===== src/rtl/core_pkg.sv =====
// Shared types and default widths for the core read-port arbiter.
package core_pkg;

  localparam int unsigned CORE_ADDR_WIDTH = 32;
  localparam int unsigned CORE_DATA_WIDTH = 32;

  typedef enum logic [1:0] {
    ARB_IDLE = 2'd0,
    ARB_ADDR = 2'd1,
    ARB_DATA = 2'd2
  } arb_state_t;

  typedef enum logic {
    OWN_INSTR = 1'b0,
    OWN_DATA  = 1'b1
  } arb_owner_t;

  // Opposite requester of a two-way arbitration.
  function automatic arb_owner_t other_owner(input arb_owner_t o);
    return (o == OWN_INSTR) ? OWN_DATA : OWN_INSTR;
  endfunction

endpackage


===== src/rtl/core_rr_arb2.sv =====
// Two-way round-robin grant: a lone requester wins, on contention the one not granted last wins.
module core_rr_arb2
  import core_pkg::*;
(
  input  logic [1:0] req,
  input  arb_owner_t last_grant,
  output arb_owner_t grant
);

  // req[0] is the fetch side, req[1] the LSU side.
  always_comb begin
    grant = last_grant;
    case (req)
      2'b01:   grant = OWN_INSTR;
      2'b10:   grant = OWN_DATA;
      2'b11:   grant = other_owner(last_grant);
      default: grant = last_grant;
    endcase
  end

endmodule


===== src/rtl/core_read_arbiter.sv =====
// Shares one AXI-lite read port between fetch and LSU, one transaction in flight at a time.
module core_read_arbiter
  import core_pkg::*;
#(
  parameter int unsigned ADDR_WIDTH = CORE_ADDR_WIDTH,
  parameter int unsigned DATA_WIDTH = CORE_DATA_WIDTH
) (
  input  logic                  clk,
  input  logic                  rst,
  input  logic [ADDR_WIDTH-1:0] instr_ARADDR,
  input  logic                  instr_ARVALID,
  output logic                  instr_ARREADY,
  output logic [DATA_WIDTH-1:0] instr_RDATA,
  output logic                  instr_RVALID,
  input  logic                  instr_RREADY,
  input  logic [ADDR_WIDTH-1:0] data_ARADDR,
  input  logic                  data_ARVALID,
  output logic                  data_ARREADY,
  output logic [DATA_WIDTH-1:0] data_RDATA,
  output logic                  data_RVALID,
  input  logic                  data_RREADY,
  output logic [ADDR_WIDTH-1:0] mem_ARADDR,
  output logic                  mem_ARVALID,
  input  logic                  mem_ARREADY,
  input  logic [DATA_WIDTH-1:0] mem_RDATA,
  input  logic                  mem_RVALID,
  output logic                  mem_RREADY
);

  arb_state_t state_q;
  arb_owner_t owner_q;
  arb_owner_t last_q;
  arb_owner_t grant;
  logic [1:0] req;
  logic       addr_phase;
  logic       data_phase;

  assign req = {data_ARVALID, instr_ARVALID};

  core_rr_arb2 u_rr (
    .req        (req),
    .last_grant (last_q),
    .grant      (grant)
  );

  // Routing is suppressed while rst is high so an abandoned transaction shows no handshakes.
  assign addr_phase = !rst && (state_q == ARB_ADDR);
  assign data_phase = !rst && (state_q == ARB_DATA);

  // Arbitration FSM: grant in IDLE (last-grant follows every winner), then address, then data.
  always_ff @(posedge clk) begin
    if (rst) begin
      state_q <= ARB_IDLE;
      owner_q <= OWN_INSTR;
      last_q  <= OWN_INSTR;
    end else begin
      case (state_q)
        ARB_IDLE: begin
          if (|req) begin
            owner_q <= grant;
            last_q  <= grant;
            state_q <= ARB_ADDR;
          end
        end
        ARB_ADDR: begin
          if (mem_ARVALID && mem_ARREADY) state_q <= ARB_DATA;
        end
        ARB_DATA: begin
          if (mem_RVALID && mem_RREADY) state_q <= ARB_IDLE;
        end
        default: state_q <= ARB_IDLE;
      endcase
    end
  end

  // Channel routing purely from state and owner; read data fans out unconditionally.
  always_comb begin
    instr_ARREADY = 1'b0;
    data_ARREADY  = 1'b0;
    instr_RVALID  = 1'b0;
    data_RVALID   = 1'b0;
    mem_ARADDR    = '0;
    mem_ARVALID   = 1'b0;
    mem_RREADY    = 1'b0;
    instr_RDATA   = mem_RDATA;
    data_RDATA    = mem_RDATA;
    if (addr_phase) begin
      if (owner_q == OWN_DATA) begin
        mem_ARADDR   = data_ARADDR;
        mem_ARVALID  = data_ARVALID;
        data_ARREADY = mem_ARREADY;
      end else begin
        mem_ARADDR    = instr_ARADDR;
        mem_ARVALID   = instr_ARVALID;
        instr_ARREADY = mem_ARREADY;
      end
    end
    if (data_phase) begin
      if (owner_q == OWN_DATA) begin
        mem_RREADY  = data_RREADY;
        data_RVALID = mem_RVALID;
      end else begin
        mem_RREADY   = instr_RREADY;
        instr_RVALID = mem_RVALID;
      end
    end
  end

endmodule


===== config.mk =====
export PLATFORM = sky130hd
export DESIGN_NAME = core_read_arbiter
export DESIGN_NICKNAME = d
export VERILOG_FILES = /design/src/rtl/core_pkg.sv /design/src/rtl/core_rr_arb2.sv /design/src/rtl/core_read_arbiter.sv
export SDC_FILE = /design/constraint.sdc
export NUM_CORES = 1
export LEC_CHECK = 0
export CORE_AREA = 2 2 80 82
export CTS_CLUSTER_DIAMETER = 120
export DETAILED_ROUTE_END_ITERATION = 7
export DIE_AREA = 0 0 82 84
export GPL_TIMING_DRIVEN = 0
export HOLD_SLACK_MARGIN = 0.02
export MAX_ROUTING_LAYER = met4
export PLACE_DENSITY = 0.75
export REMOVE_ABC_BUFFERS = 1
export SYNTH_ARGS = -nofsm -noshare
export SYNTH_HDL_FRONTEND = slang
export SYNTH_SLANG_ARGS = --single-unit

===== constraint.sdc =====
create_clock -name clk -period 1.8 [get_ports clk]
set_input_delay 0.27 -clock clk [delete_from_list [all_inputs] [get_ports clk]]
set_output_delay 0.27 -clock clk [all_outputs]
set_load 0.02 [all_outputs]

# --- Word-level counts from Yosys, hierarchy flattened ---
# Index checks and enable logic that the tools add are counted.
classes:
  multipliers: 0
  n_lt_le_gt_ge: 0
  mux: 20
  n_eq_ne: 8
  bitwise_logic: 0
  addsub: 0
  div_mod_pow: 0
  reduce_logical: 10
  n_shift: 0
op_table:
  columns: ["operator", "count"]
  rows:
  - ["32-bit 2-to-1 mux", 2]
  - ["1-bit 2-to-1 mux", 13]
  - ["2-bit == test (second input constant)", 3]
  - ["2-bit 2-to-1 mux", 3]
  - ["2-bit case mux with 3 select lines", 1]
  - ["3-bit AND reduction", 2]
  - ["2-bit by 1-bit == test with 1-bit output (second input constant)", 2]
  - ["1-bit logical AND", 4]
  - ["2-bit by 1-bit != test with 1-bit output (second input constant)", 2]
  - ["1-bit case mux with 3 select lines", 1]
  - ["3-bit nonzero test", 1]
  - ["2-bit zero test", 1]
  - ["2-bit != test (second input constant)", 1]
  - ["2-bit OR reduction", 1]
  - ["1-bit zero test", 1]
totals:
  ramBits: 0
  mem_count: 0
  latch_bits: 0
  output_inout_bits: 102
  reg_bits: 3
  mem_bits_ro: 0

# --- Longest topological paths before layout ---
# Gate-level depths: netlist of run 1.
depth:
  word_depth: 6
  mapped_depth: 5

# --- Cells and area by module ---
# From an unflattened synthesis of run 1, not the netlist that was laid out.
unflattened:
  cells_unflattened: 163
  hier_area_um2: 1212.4
modules_own_cells:
  columns: ["module", "seq_area_each_um2", "cells_per_inst", "area_each_um2", "instances"]
  rows:
  - ["core_read_arbiter", 60.1, 161, 1198.6, 1]
  - ["core_rr_arb2", 0.0, 2, 13.8, 1]

# --- Worst setup path before layout of run 1 ---
# Ideal clock, no wire load.
synth_path:
  path_type: "reg2out"
  startpoint: "register state_q[1]"
  endpoint: "output port instr_ARREADY"
  arrival_time_ns: 1.167
  slack_ns: 0.363
  stages_incl_launch_ff: 4
  path_buffers: 0
  cell_sequence: "dfxtp_1 nor2_2 nand2_2 nor3b_1"
synth_via:
  elab_chain_len: 3
synth_lines:
  columns: ["item", "line", "text"]
  rows:
  - ["from (decl)", "core_read_arbiter.sv:30", "arb_state_t state_q;"]
  - ["from (signal assigned)", "core_read_arbiter.sv:53", "state_q <= ARB_IDLE;"]
  - ["from (signal assigned)", "core_read_arbiter.sv:62", "state_q <= ARB_ADDR;"]
  - ["from (signal assigned)", "core_read_arbiter.sv:66", "if (mem_ARVALID && mem_ARREADY) state_q <= ARB_DATA;"]
  - ["2-bit by 1-bit == test with 1-bit output", "core_read_arbiter.sv:47", "assign addr_phase = !rst && (state_q == ARB_ADDR);"]
  - ["1-bit logical AND", "core_read_arbiter.sv:47", null]
  - ["1-bit 2-to-1 mux", "core_read_arbiter.sv:87", "if (addr_phase) begin"]
  - ["to (decl)", "core_read_arbiter.sv:12", "output logic instr_ARREADY,"]
# Every way passes these cells.

# --- Final worst setup path of run 1 ---
layout_path:
  startpoint: "register state_q[1]"
  endpoint: "output port mem_ARADDR[26]"
layout_via:
  elab_chain_len: 3
layout_lines:
  columns: ["item", "line", "text"]
  rows:
  - ["2-bit by 1-bit == test with 1-bit output", "core_read_arbiter.sv:47", null]
  - ["1-bit logical AND", "core_read_arbiter.sv:47", null]
  - ["32-bit 2-to-1 mux", "core_read_arbiter.sv:87", null]
  - ["to (decl)", "core_read_arbiter.sv:22", "output logic [ADDR_WIDTH-1:0] mem_ARADDR,"]
# Every way passes these cells.

==> summary.md, run 1 <==
| Metric | Value |
|---|---|
| Cells after DPL | `277` |
| First-pass GRT wire length | `9450 µm` |
| H-tree depth | `1` |
| Logic gate share of total power | `0.616` |
| # diodes | `0` |
| CTS sink cnt | `3` |
| # nets final | `313` |
| Synth Register Bits | `3` |
| PD cells | `397 nW/µm²` |
| Fin Hold WS | `500 ps` |
| Port bufs | `109` |
| CTS Buffer Depth | `2` |
| Leakage power | `0.795 nW` |
| Count of antenna-violating nets left after detailed routing | `0` |
| Sequential area share after synthesis | `0.0483` |
| Max-cap viol count | `0` |
| Worst hold path type | `input port to flop` |
| Avg Cell Area, Syn | `7.67 µm²` |
| Critical Path Start Type | `flop` |
| Gpl congestion | `0.850` |
| Die Ht | `84 µm` |
| Multi-input gate area | `644 µm²` |
| Iteration-0 DRC count of the detailed router | `22` |
| Vias | `1306` |
| Final Hold Fails | `0` |
| Clk_skew | `1.45 ps` |
| DIE AREA | `6890 µm²` |
| Syn Std Cell Area | `1240 µm²` |
| CTS tree | `built` |
| Global Route Usage Sum | `0.213` |
| CP Data Arrival Time | `1440 ps` |
| IO Count | `206` |
| Final min period | `1710 ps` |
| Slew Viols, Final | `0` |
| Worst rel slew slack | `0.781` |
| Worst Path Required | `1530 ps` |
| Vias per std cell | `4.58` |
| Initial antenna violation count | `0` |
| Int Power | `0.485 mW` |
| Final setup viols | `0` |
| F_max | `585 MHz` |
| Count of cell types in the netlist | `22` |
| Seq. cell area | `65.1 µm²` |
| Area Overhead vs Synth | `51.2%` |
| Power share of the sequential group | `0.119` |
| Final Non-Filler Cells | `285` |
| Final Util | `0.308` |
| Worst slew pin tran | `328 ps` |
| FILL cells | `671` |
| Critical path class | `flop to primary output` |
| Outcome | `complete, no violations` |
| Vias in the first global route | `1331` |
| Switching Fraction | `0.350` |
| # rows | `29` |
| Largest net degree at the start of global routing | `26` |
| Fin crit share | `0.949` |
| Hold bufs inserted after CTS | `0` |
| TritonCTS Buffers | `3` |
| Die W | `82 µm` |
| Unrepaired setup endpoints after global routing | `yes` |
| Yosys warns | `0` |
| First-pass DRT Iterations | `5` |
| DRT Wirelength | `7590 µm` |
| Crit Path Max Fanout | `17` |
| Post-DP HPWL | `6530 µm` |
| Root Buffer | `clkbuf_8` |
| Core area | `6100 µm²` |
| Total grt overflow | `0` |
| Worst-path clk slew | `30 ps` |
| Gate Count Post-Synth | `162` |
| Drc violations | `0` |
| P_sw | `0.261 mW` |
| Initial Util | `0.204` |
| CP Capture Type | `primary output` |
| Share of layout cells above drive strength 1 | `0.183` |
| Peak supply drop | `0.194 mV` |
| Clk_lat worst skew | `220 ps` |
| Detailed-route wire length per cell | `26.6 µm` |
| Part of the power in the clock network | `0.265` |
power by group through the flow:
stage	registers (mW)	clock network, mW	logic (mW)
after detailed placement	0.0963	0	0.453
final	0.0891	0.198	0.459
after floorplan	0.107	0	0.174
after CTS	0.0880	0.202	0.467
after global placement	0.116	0	0.428
after global routing	0.0903	0.211	0.494
cell families after synthesis:
kind of cell | after synthesis | synth area share
compound gates | 4 | 0.0221
buf+inv | 73 | 0.475
flops | 3 | 0.0483
mux | 34 | 0.274
simple gates | 48 | 0.180
synth_stat cells:
| cell type | instances | area [µm²] |
|---|---|---|
| nand2_1 | 2 | 7.51 |
| nor2b_1 | 1 | 6.26 |
| buf_2 | 1 | 5.00 |
| a21oi_1 | 1 | 5.00 |
| inv_1 | 1 | 3.75 |
| nor3b_2 | 1 | 12.5 |
| nor4b_2 | 1 | 15.0 |
| buf_6 | 3 | 33.8 |
| nor2_2 | 1 | 6.26 |
| buf_4 | 65 | 488 |
| nor3b_1 | 1 | 7.51 |
| dfxtp_1 | 3 | 60.1 |
| mux2i_1 | 34 | 340 |
| nor2_1 | 37 | 139 |
| buf_12 | 3 | 60.1 |
| o31ai_1 | 1 | 7.51 |
| or3b_1 | 1 | 8.76 |
| o21ai_1 | 1 | 5.00 |
| and4_1 | 1 | 8.76 |
| and3_1 | 1 | 6.26 |
| nand2_2 | 1 | 6.26 |
| a21bo_1 | 1 | 10.0 |
sequential cells by signal, indices dropped and copies added (netlist names):
| name | count |
|---|---|
| state_q | 2 |
| last_q | 1 |
final timing paths:
kind / start / slack, ps / depth (start not counted) / endpoint
hold reg to reg: state_q[0] / 680 / 3 / state_q[0]
setup / recovery: state_q[1] / 90 / 4 / mem_ARADDR[26]
setup reg to reg: last_q / 590 / 4 / state_q[1]
hold / removal: rst / 500 / 2 / last_q
per-layer routing:
layer | vias to the layer above | GRT usage | part of all wire
met3 | 24 | 0.190 | 0.22
met4 | 0 | 0.135 | 0.069
li1 | 557 | - | -
met1 | 570 | 0.155 | 0.27
met5 | - | - | 0
met2 | 155 | 0.333 | 0.44
per-stage QoR:
stage	instance area, µm²	power (mW)	TNS [ps]	setup slack, ps
finish	1880	0.746	0	91.5
global route	1880	0.796	-3.76	-3.76
CTS	1940	0.758	0	12.3
detailed placement	1860	0.550	-24260	-802
global placement	1840	0.545	-48430	-1360
floorplan	656	0.281	-16030	-509
cell type report:
type / instances / area share
Clock buffer: 4 / 0.0240
Inverter: 1 / 0.00200
Multi-Input combinational cell: 87 / 0.343
Sequential cell: 3 / 0.0346
Tap cell: 77 / 0.0513
Timing Repair Buffer: 113 / 0.545
cells in the final DEF (no fill, tap or decap), types with 3 or more instances in the layout:
cell type	Yosys	final
dlygate4sd2_1	0	11
clkbuf_2	0	22
nor2_1	37	36
clkbuf_8	0	3
mux2i_1	34	34
clkdlybuf4s15_1	0	5
clkdlybuf4s50_1	0	70
critical path, stage by stage (launching register included):
cell and delay, ps:
dfxtp_1 350, nor2_4 240, nand2_8 140, nor2_1 150, dlygate4sd2_1 340
what timing repair did:
| action | in CTS | in global routing |
|---|---|---|
| pin swaps | 2 | 1 |
| endpoints found under the setup margin | 38 | 24 |
| resized for setup | 51 | 52 |
| setup buffers | 3 | 0 |
| gates cloned | 1 | 0 |
Note: power is estimated with default switching activity, not from simulation.
==> run 2: changes to the inputs <==
Settings changed: CELL_PAD_IN_SITES_DETAIL_PLACEMENT set to 1, CELL_PAD_IN_SITES_GLOBAL_PLACEMENT set to 2, CORE_AREA 2 2 80 82 to not set, CORE_UTILIZATION set to 10, DIE_AREA 0 0 82 84 to not set, PLACE_DENSITY 0.75 to 0.88.
==> run 2 against run 1 <==
  * Via count up 0.46%
  * Maximum frequency decreased by 2.9%
  * Clock skew shrank 0.61 ps
  * First-iteration DRC count rose to 2.5 times the previous value
  * Setup slack got worse by 50 ps
  * Die area rose by 87%
  * Highest routed layer unchanged
  * Power grew 23%
  * Sequential share of layout area down 0.35 points
  * Non-clock buffer count is 5 higher
  * Combinational power up 3%
==> summary.md, run 2 (synthesis results as in run 1) <==
| Metric | Value |
|---|---|
| Outcome | `complete, no violations` |
| Logic gate share of total power | `0.514` |
| Total grt overflow | `0` |
| Worst hold path type | `input port to flop` |
| First-pass DRT Iterations | `3` |
| Gpl congestion | `0.652` |
| Fin crit share | `0.977` |
| Final Util | `0.173` |
| Core area | `12100 µm²` |
| H-tree depth | `1` |
| Clk_skew | `0.840 ps` |
| Vias per std cell | `3.44` |
| Port bufs | `109` |
| Switching Fraction | `0.308` |
| First-pass GRT wire length | `9220 µm` |
| Cells after DPL | `368` |
| CTS tree | `built` |
| Detailed-route wire length per cell | `18.4 µm` |
| Initial Util | `0.103` |
| Power share of the sequential group | `0.099` |
| Vias in the first global route | `1337` |
| Global Route Usage Sum | `0.105` |
| PD cells | `438 nW/µm²` |
| Worst rel slew slack | `0.767` |
| DIE AREA | `12900 µm²` |
| Final Hold Fails | `0` |
| Hold bufs inserted after CTS | `0` |
| Top Registers | `state_q: 2 flops, last_q: 1 flops` |
| Worst slew pin tran | `350 ps` |
| Share of layout cells above drive strength 1 | `0.150` |
| Clk_lat worst skew | `220 ps` |
| Largest Register | `state_q` |
| Final min period | `1760 ps` |
| Part of the power in the clock network | `0.387` |
| # rows | `40` |
| Final Non-Filler Cells | `381` |
| Drc violations | `0` |
| CTS Buffer Depth | `2` |
| Critical Path Start Type | `input port` |
| CTS sink cnt | `3` |
| # diodes | `0` |
| CP Capture Type | `primary output` |
| Area Overhead vs Synth | `68.4%` |
| Leakage power | `0.844 nW` |
| Worst Path Required | `1530 ps` |
| Max reg flops | `2` |
| IO Count | `206` |
| Crit Path Max Fanout | `3` |
| Largest net degree at the start of global routing | `26` |
| Commonest non-fill, non-tap cell in the layout | `clkdlybuf4s50_1` |
| Peak supply drop | `0.204 mV` |
| Count of antenna-violating nets left after detailed routing | `0` |
| Most frequent cells in the layout | `clkdlybuf4s50_1 (70), nor2_1 (37), mux2i_1 (34)` |
| Critical path class | `input port to primary output` |
| Top delay family on crit path | `buffers and inverters` |
| CP most frequent cell | `buf_4` |
| Vias | `1312` |
| Final setup viols | `0` |
| Initial antenna violation count | `0` |
| CP Cell Sequence | `dlygate4sd2_1 > nor2_4 > buf_4 > buf_4 > and4_1 > clkdlybuf4s15_1` |
| Die W | `113 µm` |
| Slew Viols, Final | `0` |
| Root Buffer | `clkbuf_16` |
| Worst-path clk slew | `30 ps` |
| Max stage delay on crit path | `310 ps` |
| CP Data Arrival Time | `1490 ps` |
| Critical path's slowest cell | `clkdlybuf4s15_1` |
| Int Power | `0.634 mW` |
| Unrepaired setup endpoints after global routing | `yes` |
| Iteration-0 DRC count of the detailed router | `56` |
| F_max | `569 MHz` |
| Post-DP HPWL | `5420 µm` |
| Max-cap viol count | `0` |
| P_sw | `0.282 mW` |
| TritonCTS Buffers | `3` |
| # nets final | `318` |
| DRT Wirelength | `7000 µm` |
| Buf/Inv on CP | `4` |
| Die Ht | `113 µm` |
-- run 2: cell types whose count changed in the layout (fill, tap and decap cells not counted), moves of 3 or more --
cell,previous run,this run
buf_4,2,8
clkdlybuf4s15_1,5,12
dlygate4sd2_1,11,15
clkbuf_16,0,3
clkbuf_2,22,11
clkbuf_8,3,0
-- run 2: per-layer routing --
metal / wire length [µm] / GRT usage / vias to the layer above
met5: 0 / - / -
met4: 47 / 0.0211 / 0
met3: 1370 / 0.105 / 4
met2: 2890 / 0.133 / 118
met1: 2700 / 0.113 / 626
li1: - / - / 564
-- run 2: final timing paths --
| kind | from | end | slack, ps | cells after the start |
|---|---|---|---|---|
| max | rst | data_ARREADY | 40 | 6 |
| min | rst | last_q | 490 | 2 |
| max reg2reg | state_q[0] | state_q[1] | 530 | 5 |
| min reg2reg | state_q[0] | state_q[0] | 690 | 3 |
-- run 2: power by group through the flow --
| stage | combinational (mW) | clock (mW) | sequential (mW) |
|---|---|---|---|
| after floorplan | 0.174 | 0 | 0.107 |
| after global placement | 0.427 | 0 | 0.120 |
| after detailed placement | 0.460 | 0 | 0.0965 |
| after CTS | 0.479 | 0.362 | 0.0894 |
| after global routing | 0.504 | 0.376 | 0.0914 |
| final | 0.471 | 0.355 | 0.0903 |
-- run 2: final cells by class --
| type | instances | area (µm²) |
|---|---|---|
| Multi-Input combinational cell | 87 | 642 |
| Timing Repair Buffer | 118 | 1090 |
| Sequential cell | 3 | 65.1 |
| Inverter | 1 | 3.75 |
| Clock buffer | 4 | 78.8 |
| Tap cell | 168 | 210 |
| Fill cell | 1433 | 9970 |
-- run 2: timing repair --
item,4_1_cts,5_1_grt
setup buffers,8,0
cloned,1,0
setup endpoints to repair,38,11
hold endpoints to repair,0,0
pin swaps,2,1
resized for setup,56,29
-- run 2: through the flow --
| step | power (mW) | instance area, µm² | hold slack [ps] | setup TNS (ps) | setup WS, ps |
|---|---|---|---|---|---|
| floorplan | 0.281 | 656 | 342 | -16030 | -509 |
| global placement | 0.548 | 1960 | 540 | -54840 | -1500 |
| detailed placement | 0.556 | 1980 | 540 | -27640 | -900 |
| CTS | 0.931 | 2130 | 460 | 0 | 0.954 |
| global route | 0.971 | 2090 | 527 | -2.34 | -2.34 |
| finish | 0.916 | 2090 | 489 | 0 | 41.0 |
